$ cat config.mk
export PLATFORM = sky130hd
export DESIGN_NAME = q_row_fetch_flat
export DESIGN_NICKNAME = d
export VERILOG_FILES = /design/src/rtl/q_row_fetch_if.sv /design/src/rtl/q_row_fetch.sv /design/src/flat_wrapper.sv
export SDC_FILE = /design/constraint.sdc
export NUM_CORES = 1
export LEC_CHECK = 0
export ABC_AREA = 1
export CELL_PAD_IN_SITES_DETAIL_PLACEMENT = 0
export CELL_PAD_IN_SITES_GLOBAL_PLACEMENT = 1
export CORE_ASPECT_RATIO = 1.75
export CORE_UTILIZATION = 39
export CTS_BUF_LIST = sky130_fd_sc_hd__clkbuf_2 sky130_fd_sc_hd__clkbuf_4 sky130_fd_sc_hd__clkbuf_8
export CTS_CLUSTER_SIZE = 8
export DETAILED_ROUTE_END_ITERATION = 6
export PLACE_DENSITY_LB_ADDON = 0.1
export SETUP_SLACK_MARGIN = 0.15
export SKIP_LAST_GASP = 1
export SYNTH_ARGS = -nofsm -noshare
export SYNTH_HDL_FRONTEND = slang
export SYNTH_SLANG_ARGS = --single-unit
$ cat constraint.sdc
create_clock -name clk_i -period 4.5 [get_ports clk_i]
set_clock_uncertainty 0.15 [all_clocks]
set_input_delay 0.9 -clock clk_i [delete_from_list [all_inputs] [get_ports clk_i]]
set_output_delay 0.9 -clock clk_i [all_outputs]
set_load 0.03 [all_outputs]
$ cat src/rtl/q_row_fetch_if.sv
// Handshake and Q-table RAM bundle for q_row_fetch.
// master = requester/consumer/RAM side, slave = the fetch engine.
interface q_row_fetch_if #(
    parameter int unsigned STATE_W = 15,
    parameter int unsigned Q_W     = 18
);
    logic               start;
    logic [STATE_W-1:0] state_idx;
    logic [17:0]        board;
    logic               busy;
    logic               ram_rd_en;
    logic [STATE_W+3:0] ram_addr;
    logic [Q_W-1:0]     ram_rdata;
    logic [Q_W-1:0]     q_1, q_2, q_3, q_4, q_5, q_6, q_7, q_8, q_9;
    logic               all_blocked;
    logic               q_valid;
    logic               q_ack;

    modport master (
        output start, state_idx, board, ram_rdata, q_ack,
        input  busy, ram_rd_en, ram_addr, all_blocked, q_valid,
        input  q_1, q_2, q_3, q_4, q_5, q_6, q_7, q_8, q_9
    );

    modport slave (
        input  start, state_idx, board, ram_rdata, q_ack,
        output busy, ram_rd_en, ram_addr, all_blocked, q_valid,
        output q_1, q_2, q_3, q_4, q_5, q_6, q_7, q_8, q_9
    );
endinterface

$ cat src/rtl/q_row_fetch.sv
// Fetches the nine Q entries of one board state from the Q-table RAM, one read per cycle.
// Define QFETCH_MASK_EN to force occupied cells to the most-negative Q value.
module q_row_fetch #(
    parameter int unsigned STATE_W = 15,
    parameter int unsigned Q_W     = 18,
    parameter int unsigned RD_LAT  = 1
) (
    input  logic         clk_i,
    input  logic         rst_ni,
    q_row_fetch_if.slave bus_io
);

    typedef enum logic [1:0] {StIdle, StFetch, StDrain, StValid} state_e;

    localparam logic [Q_W-1:0] QMin = {1'b1, {(Q_W-1){1'b0}}};

    state_e             state_q, state_d;
    logic [STATE_W-1:0] idx_q, idx_d;
    logic [3:0]         act_q, act_d;
    logic               blk_q, blk_d;
    logic               trk_vld_q [RD_LAT];
    logic [3:0]         trk_act_q [RD_LAT];
    logic [Q_W-1:0]     q_q [9];
    logic [Q_W-1:0]     q_d [9];
    logic [8:0]         occ;
    logic               accept;
    logic               fetch;
    logic               cap_vld;
    logic [3:0]         cap_act;

    assign accept  = (state_q == StIdle) && bus_io.start;
    assign fetch   = (state_q == StFetch);
    assign cap_vld = trk_vld_q[RD_LAT-1];
    assign cap_act = trk_act_q[RD_LAT-1];

`ifdef QFETCH_MASK_EN
    logic [17:0] board_q;

    always_ff @(posedge clk_i or negedge rst_ni) begin
        if (!rst_ni) begin
            board_q <= '0;
        end else if (accept) begin
            board_q <= bus_io.board;
        end
    end

    always_comb begin
        for (int i = 0; i < 9; i++) begin
            occ[i] = |board_q[2*i +: 2];
        end
    end
`else
    logic unused_board;
    assign unused_board = ^bus_io.board;
    assign occ          = '0;
`endif

    always_comb begin
        state_d = state_q;
        idx_d   = idx_q;
        act_d   = act_q;
        blk_d   = blk_q;
        unique case (state_q)
            StIdle: begin
                if (bus_io.start) begin
                    idx_d   = bus_io.state_idx;
                    act_d   = 4'd0;
                    state_d = StFetch;
                end
            end
            StFetch: begin
                // Counter stops at 8; slots 9..15 of the row are never addressed.
                if (act_q == 4'd8) begin
                    state_d = StDrain;
                end else begin
                    act_d = act_q + 4'd1;
                end
            end
            StDrain: begin
                if (cap_vld && (cap_act == 4'd8)) begin
                    state_d = StValid;
                    blk_d   = &occ;
                end
            end
            StValid: begin
                if (bus_io.q_ack) begin
                    state_d = StIdle;
                    blk_d   = 1'b0;
                end
            end
            default: state_d = StIdle;
        endcase
    end

    always_comb begin
        for (int i = 0; i < 9; i++) begin
            q_d[i] = q_q[i];
            if (cap_vld && (cap_act == 4'(i))) begin
                q_d[i] = occ[i] ? QMin : bus_io.ram_rdata;
            end
        end
    end

    always_ff @(posedge clk_i or negedge rst_ni) begin
        if (!rst_ni) begin
            state_q <= StIdle;
            idx_q   <= '0;
            act_q   <= '0;
            blk_q   <= 1'b0;
            for (int i = 0; i < int'(RD_LAT); i++) begin
                trk_vld_q[i] <= 1'b0;
                trk_act_q[i] <= '0;
            end
            for (int i = 0; i < 9; i++) begin
                q_q[i] <= '0;
            end
        end else begin
            state_q      <= state_d;
            idx_q        <= idx_d;
            act_q        <= act_d;
            blk_q        <= blk_d;
            trk_vld_q[0] <= fetch;
            trk_act_q[0] <= act_q;
            for (int i = 1; i < int'(RD_LAT); i++) begin
                trk_vld_q[i] <= trk_vld_q[i-1];
                trk_act_q[i] <= trk_act_q[i-1];
            end
            for (int i = 0; i < 9; i++) begin
                q_q[i] <= q_d[i];
            end
        end
    end

    assign bus_io.busy        = (state_q != StIdle);
    assign bus_io.ram_rd_en   = fetch;
    assign bus_io.ram_addr    = fetch ? {idx_q, act_q} : '0;
    assign bus_io.q_valid     = (state_q == StValid);
    assign bus_io.all_blocked = blk_q;
    assign bus_io.q_1         = q_q[0];
    assign bus_io.q_2         = q_q[1];
    assign bus_io.q_3         = q_q[2];
    assign bus_io.q_4         = q_q[3];
    assign bus_io.q_5         = q_q[4];
    assign bus_io.q_6         = q_q[5];
    assign bus_io.q_7         = q_q[6];
    assign bus_io.q_8         = q_q[7];
    assign bus_io.q_9         = q_q[8];

endmodule

$ cat src/flat_wrapper.sv
// flat-port wrapper written by rule: the top's interface ports become plain ports
module q_row_fetch_flat 
#(
    parameter int unsigned STATE_W = 15,
    parameter int unsigned Q_W     = 18,
    parameter int unsigned RD_LAT  = 1
)
  (clk_i, rst_ni, bus_io_start, bus_io_state_idx, bus_io_board, bus_io_ram_rdata, bus_io_q_ack, bus_io_busy, bus_io_ram_rd_en, bus_io_ram_addr, bus_io_all_blocked, bus_io_q_valid, bus_io_q_1, bus_io_q_2, bus_io_q_3, bus_io_q_4, bus_io_q_5, bus_io_q_6, bus_io_q_7, bus_io_q_8, bus_io_q_9);
  q_row_fetch_if #(.STATE_W(STATE_W), .Q_W(Q_W)) bus_io_i ();
  input  logic clk_i;
  input  logic rst_ni;
  input wire logic [$bits(bus_io_i.start)-1:0] bus_io_start;
  input wire logic [$bits(bus_io_i.state_idx)-1:0] bus_io_state_idx;
  input wire logic [$bits(bus_io_i.board)-1:0] bus_io_board;
  input wire logic [$bits(bus_io_i.ram_rdata)-1:0] bus_io_ram_rdata;
  input wire logic [$bits(bus_io_i.q_ack)-1:0] bus_io_q_ack;
  output wire logic [$bits(bus_io_i.busy)-1:0] bus_io_busy;
  output wire logic [$bits(bus_io_i.ram_rd_en)-1:0] bus_io_ram_rd_en;
  output wire logic [$bits(bus_io_i.ram_addr)-1:0] bus_io_ram_addr;
  output wire logic [$bits(bus_io_i.all_blocked)-1:0] bus_io_all_blocked;
  output wire logic [$bits(bus_io_i.q_valid)-1:0] bus_io_q_valid;
  output wire logic [$bits(bus_io_i.q_1)-1:0] bus_io_q_1;
  output wire logic [$bits(bus_io_i.q_2)-1:0] bus_io_q_2;
  output wire logic [$bits(bus_io_i.q_3)-1:0] bus_io_q_3;
  output wire logic [$bits(bus_io_i.q_4)-1:0] bus_io_q_4;
  output wire logic [$bits(bus_io_i.q_5)-1:0] bus_io_q_5;
  output wire logic [$bits(bus_io_i.q_6)-1:0] bus_io_q_6;
  output wire logic [$bits(bus_io_i.q_7)-1:0] bus_io_q_7;
  output wire logic [$bits(bus_io_i.q_8)-1:0] bus_io_q_8;
  output wire logic [$bits(bus_io_i.q_9)-1:0] bus_io_q_9;
  assign bus_io_i.start = bus_io_start;
  assign bus_io_i.state_idx = bus_io_state_idx;
  assign bus_io_i.board = bus_io_board;
  assign bus_io_i.ram_rdata = bus_io_ram_rdata;
  assign bus_io_i.q_ack = bus_io_q_ack;
  assign bus_io_busy = bus_io_i.busy;
  assign bus_io_ram_rd_en = bus_io_i.ram_rd_en;
  assign bus_io_ram_addr = bus_io_i.ram_addr;
  assign bus_io_all_blocked = bus_io_i.all_blocked;
  assign bus_io_q_valid = bus_io_i.q_valid;
  assign bus_io_q_1 = bus_io_i.q_1;
  assign bus_io_q_2 = bus_io_i.q_2;
  assign bus_io_q_3 = bus_io_i.q_3;
  assign bus_io_q_4 = bus_io_i.q_4;
  assign bus_io_q_5 = bus_io_i.q_5;
  assign bus_io_q_6 = bus_io_i.q_6;
  assign bus_io_q_7 = bus_io_i.q_7;
  assign bus_io_q_8 = bus_io_i.q_8;
  assign bus_io_q_9 = bus_io_i.q_9;
  q_row_fetch #(.STATE_W(STATE_W), .Q_W(Q_W), .RD_LAT(RD_LAT)) u_core (.clk_i(clk_i), .rst_ni(rst_ni), .bus_io(bus_io_i));
endmodule
# Word level (Yosys, flattened, before mapping)
# Index checks and enable logic that the tools add are counted.
# totals
register_bits	189
# op_classes
n_addsub	1
eq_ne	17
n_mux	12
n_reduce_logical	18
# op_table
operator	count
$mux W19	1
$eq A4 B3 Y1 const B	4
$logic_and A1 B1 Y1	9
$eq A4 B2 Y1 const B	2
$eq A4 B4 Y1 const B	2
$mux W2	4
$mux W4	2
$ne A2 B2 Y1 const B	4
$pmux W2 S4	1
$pmux W4 S2	1
$reduce_and A3 Y1	2
$reduce_bool A2 Y1	3
$add A4 B1 Y4 const B	1
$eq A2 B2 Y1 const B	2
$eq A4 B1 Y1 const B	1
$logic_not A4 Y1	1
$reduce_and A4 Y1	1
$eq A2 B1 Y1 const B	1
$logic_not A2 Y1	1
$mux W1	2
$ne A2 B1 Y1 const B	1
$pmux W1 S2	1
$reduce_and A2 Y1	1

# Depth between registers and ports, before layout
# depth
depth_word	4
ltp_mapped	9
mapped_depth_nobuf	9

# Worst setup path after synthesis
# No wires, ideal clock.
# synth_path
path_type	register to output
start	reg u_core.state_q[1]
end	out bus_io_ram_addr[10]
arrival_time_ps	1700
required_ps	3450
slack_ps	1750
path_stages_with_launch	7
n_path_buf	2
cell_sequence	dfrtp_1 > inv_1 > ha_1 > buf_2 > buf_1 > nand2_1 > inv_1
# synth_between
elab_chain_len	2
# synth_lines
element	line	rtl
start: declaration	q_row_fetch.sv:17	state_e state_q, state_d;
start signal: assignment	q_row_fetch.sv:106	state_q <= StIdle;
start signal: assignment	q_row_fetch.sv:118	state_q <= state_d;
$eq A2 B1 Y1	q_row_fetch.sv:32	assign fetch = (state_q == StFetch);
named net bus_io_ram_rd_en	flat_wrapper.sv:18	output wire logic [$bits(bus_io_i.ram_rd_en)-1:0] bus_io_ram_rd_en;
$mux W19	q_row_fetch.sv:136	assign bus_io.ram_addr = fetch ? {idx_q, act_q} : '0;
end: declaration	flat_wrapper.sv:19	output wire logic [$bits(bus_io_i.ram_addr)-1:0] bus_io_ram_addr;
# The timed path passes the listed nets, and every way through them passes these cells.

# Final worst setup path
# layout_path
start	reg u_core.state_q[1]
end	out bus_io_ram_addr[2]
# layout_between
elab_chain_len	2
# layout_lines
element	line
$eq A2 B1 Y1	q_row_fetch.sv:32
$mux W19	q_row_fetch.sv:136
# Every way passes these cells.

==> impl_metrics.ini <==
[drt]
vias = 5493
first_iter_violations = 262
drtAntennaViolNets = 0
wl_per_cell_um = 16.7
avgViaCountPerCell = 4.77
wl_um = 19300
drc_errors = 0
drt_first_pass_iters = 5

[critical_path]
cp-startpoint = u_core.state_q[1]$_DFFE_PN0P_
path_class = flip-flop to output port
worstPathArrival_ns = 2.66
crit_required_ns = 3.45
path_max_fanout = 25
regToRegStartpoint = u_core.state_q[1]$_DFFE_PN0P_
worstSetupStartpointType = flip-flop
endpoint_kind = output port

[clock_tree]
clk_path_buf_depth = 2
cts_sinks = 188
hold_buffers = 0
cts_setup_buffers = 0
cts_tree = yes
h-tree-depth = 4
cts_resized = 0
cts_buffers = 17
clk_latency_ns = 0.46
cts.clk_slew.worst_paths_ns = 0.09
cts_root_buf = clkbuf_8

[run_status]
status = finished clean

[final_layout]
drive_gt1_frac = 0.118
utilization = 0.541
diodes = 0
stdcell_count = 1151
num-nets-final = 962
final_area_sq_mm = 0.0101
area_delta_synth_final_pct = 35.0
filler_cell_count = 1738

[min_path]
min-delay-start = u_core.bus_io.q_2[1]$_DFFE_PN0P_
hp-class = flip-flop to flip-flop

[logic_synthesis]
ys_ff_latch = 188
netlist_area_sq_mm = 0.00747
postSynthAreaPerCell_sq_um = 10.8
syn_nets = 754
yosysSeqAreaShare = 0.629
syn_inst = 692
synth-warning-count = 0
synth.distinct_cells = 26

[timing]
setup_viol = 0
relSlewSlack = 0.424
fin_tns_setup_ns = 0
finalHoldViolations = 0
final.setup.worst_slack_ns = 0.789
tightest_slew_ns = 0.864
grt_setup_unrepaired = false
drv_slew = 0
finalCritPeriodShare = 0.825
max_freq_mhz = 269
layout_min_cycle_time_ns = 3.71

[global_routing]
grt-ovfl-total = 0
grt_pass1_vias = 5411
track_usage = 0.203
grt_pass1_wl_um = 30100
grt_max_degree = 108
antenna_found_initial = 0

[placed_design]
hpwl_um = 14000
place.gp.congestion = 0.783
numPortBuffers = 220
placed_cell_area_sq_mm = 0.00970
placed_cells = 1119
dp_worst_setup_slack_ns = 1.26

[floorplan]
pin_count = 240
start_util = 0.400
core_region_area_sq_mm = 0.0187
row_count = 66
fp.dieW_um = 107
dieArea_sq_mm = 0.0197
die_y_um = 185

[pwr]
p_per_area_mw_per_mm2 = 805
cellLeakagePower_nw = 4.86
vdd_drop_max_uv = 384

[flow_run]
drv_cap = 0
## per-layer routing
metal,up-vias,track usage,wire (um)
li1,2647,-,-
met1,2651,0.219,7080
met2,177,0.385,10800
met3,18,0.0450,995
met4,0,0.0701,359
met5,-,0,0
## through the flow
stage / hold WS (ns) / power [mW]
2_1_floorplan: 0.284 / 5.33
3_3_place_gp: 0.316 / 6.99
3_5_place_dp: 0.317 / 7.10
4_1_cts: 0.339 / 8.22
5_1_grt: 0.364 / 8.60
6_report: 0.338 / 8.12
## worst paths after layout
| kind | end | slack [ns] | depth (start not counted) |
|---|---|---|---|
| worst max-delay path | bus_io_ram_addr[2] | 0.79 | 5 |
| min in group asynchronous | u_core.bus_io.q_2[12]$_DFFE_PN0P_ | 0.38 | 1 |
| worst max register to register | u_core.state_q[0]$_DFFE_PN0P_ | 2.43 | 8 |
| worst min-delay path | u_core.bus_io.q_2[1]$_DFFE_PN0P_ | 0.34 | 2 |
| worst min register to register | u_core.bus_io.q_2[1]$_DFFE_PN0P_ | 0.34 | 2 |
| max in group asynchronous | u_core.bus_io.q_5[17]$_DFFE_PN0P_ | 2.89 | 2 |
## cells by family (layout without fill, tap and decap cells)
group | after synthesis | count (layout) | share of synthesized area
other | 1 | 1 | 0.000502
DFF | 188 | 188 | 0.629
xor gates and xnor gates | 2 | 2 | 0.00234
muxes | 15 | 15 | 0.0226
and+or+nand+nor | 233 | 233 | 0.140
adders and majority gates | 7 | 7 | 0.0117
buffers and inverters | 83 | 304 | 0.0656
AOI/OAI and AO/OA | 163 | 163 | 0.128
## registers in the layout, indices dropped and copies added (netlist names)
signal / count
u_core.bus_io.q_1: 18
u_core.bus_io.q_2: 18
u_core.bus_io.q_3: 18
u_core.bus_io.q_4: 18
u_core.bus_io.q_5: 18
u_core.bus_io.q_6: 18
u_core.bus_io.q_7: 18
u_core.bus_io.q_8: 18
u_core.bus_io.q_9: 18
u_core.idx_q: 15
u_core.act_q: 4
u_core.cap_act: 4
u_core.state_q: 2
u_core.cap_vld: 1
## synthesized netlist by cell type
| cell | instances | area [sq um] |
|---|---|---|
| nand2_1 | 207 | 777 |
| dfrtp_1 | 188 | 4700 |
| inv_2 | 3 | 11.3 |
| nor2_4 | 4 | 45.0 |
| xor2_1 | 1 | 8.76 |
| or2_2 | 1 | 6.26 |
| mux2_2 | 15 | 169 |
| buf_1 | 1 | 3.75 |
| nand2_2 | 4 | 25.0 |
| or2_0 | 1 | 6.26 |
| o211ai_1 | 1 | 7.51 |
| ha_1 | 7 | 87.6 |
| inv_1 | 47 | 176 |
| o21ai_2 | 36 | 315 |
| o21ai_1 | 126 | 631 |
| nor2_8 | 1 | 20.0 |
| clkinv_1 | 1 | 3.75 |
| buf_6 | 22 | 248 |
| buf_2 | 8 | 40.0 |
| nand3_1 | 4 | 20.0 |
| conb_1 | 1 | 3.75 |
| xnor2_1 | 1 | 8.76 |
| buf_4 | 1 | 7.51 |
| nor2_1 | 1 | 3.75 |
| nand2_4 | 5 | 56.3 |
| nand3_4 | 5 | 87.6 |
## cell type report
cell class,instances,area (sq um),share of cell area
multi-input cells,421,2280,0.226
clock inverters,11,111,0.0110
inverters,51,191,0.0190
repair buffers,221,2230,0.221
clock buffers,21,283,0.0280
flip-flops and latches,188,4700,0.466
well taps,238,298,0.0295
## worst max-delay path: stages, from the launching register on
cell,delay [ns]
dfrtp_1,0.43
inv_1,0.13
ha_1,0.73
nand2_1,0.17
inv_1,0.09
clkdlybuf4s50_1,0.66
## layout by cell type (no fill, tap or decap)
cell | synthesis | layout
clkdlybuf4s50_1 | 0 | 219
inv_1 | 47 | 47
nor2_8 | 1 | 1
conb_1 | 1 | 1
o21ai_2 | 36 | 36
inv_2 | 3 | 3
bufinv_16 | 0 | 1
clkinv_1 | 1 | 1
clkbuf_8 | 0 | 21
clkinv_4 | 0 | 5
inv_8 | 0 | 1
or2_0 | 1 | 1
dfrtp_1 | 188 | 188
ha_1 | 7 | 7
clkinv_2 | 0 | 2
xnor2_1 | 1 | 1
xor2_1 | 1 | 1
nor2_4 | 4 | 4
buf_12 | 0 | 1
o21ai_1 | 126 | 126
mux2_2 | 15 | 15
or2_2 | 1 | 1
nand2_2 | 4 | 4
nand3_1 | 4 | 4
clkbuf_4 | 0 | 1
o211ai_1 | 1 | 1
nand2_1 | 207 | 207
nor2_1 | 1 | 1
nand3_4 | 5 | 5
nand2_4 | 5 | 5
inv_6 | 0 | 1
clkinvlp_4 | 0 | 1
## power breakdown
group	internal (mW)	total (mW)	switching, mW
Combinational	1.67	4.15	2.48
Sequential	2.41	2.88	0.467
Clock	0.497	1.10	0.602
(Power assumes the default switching activity.)
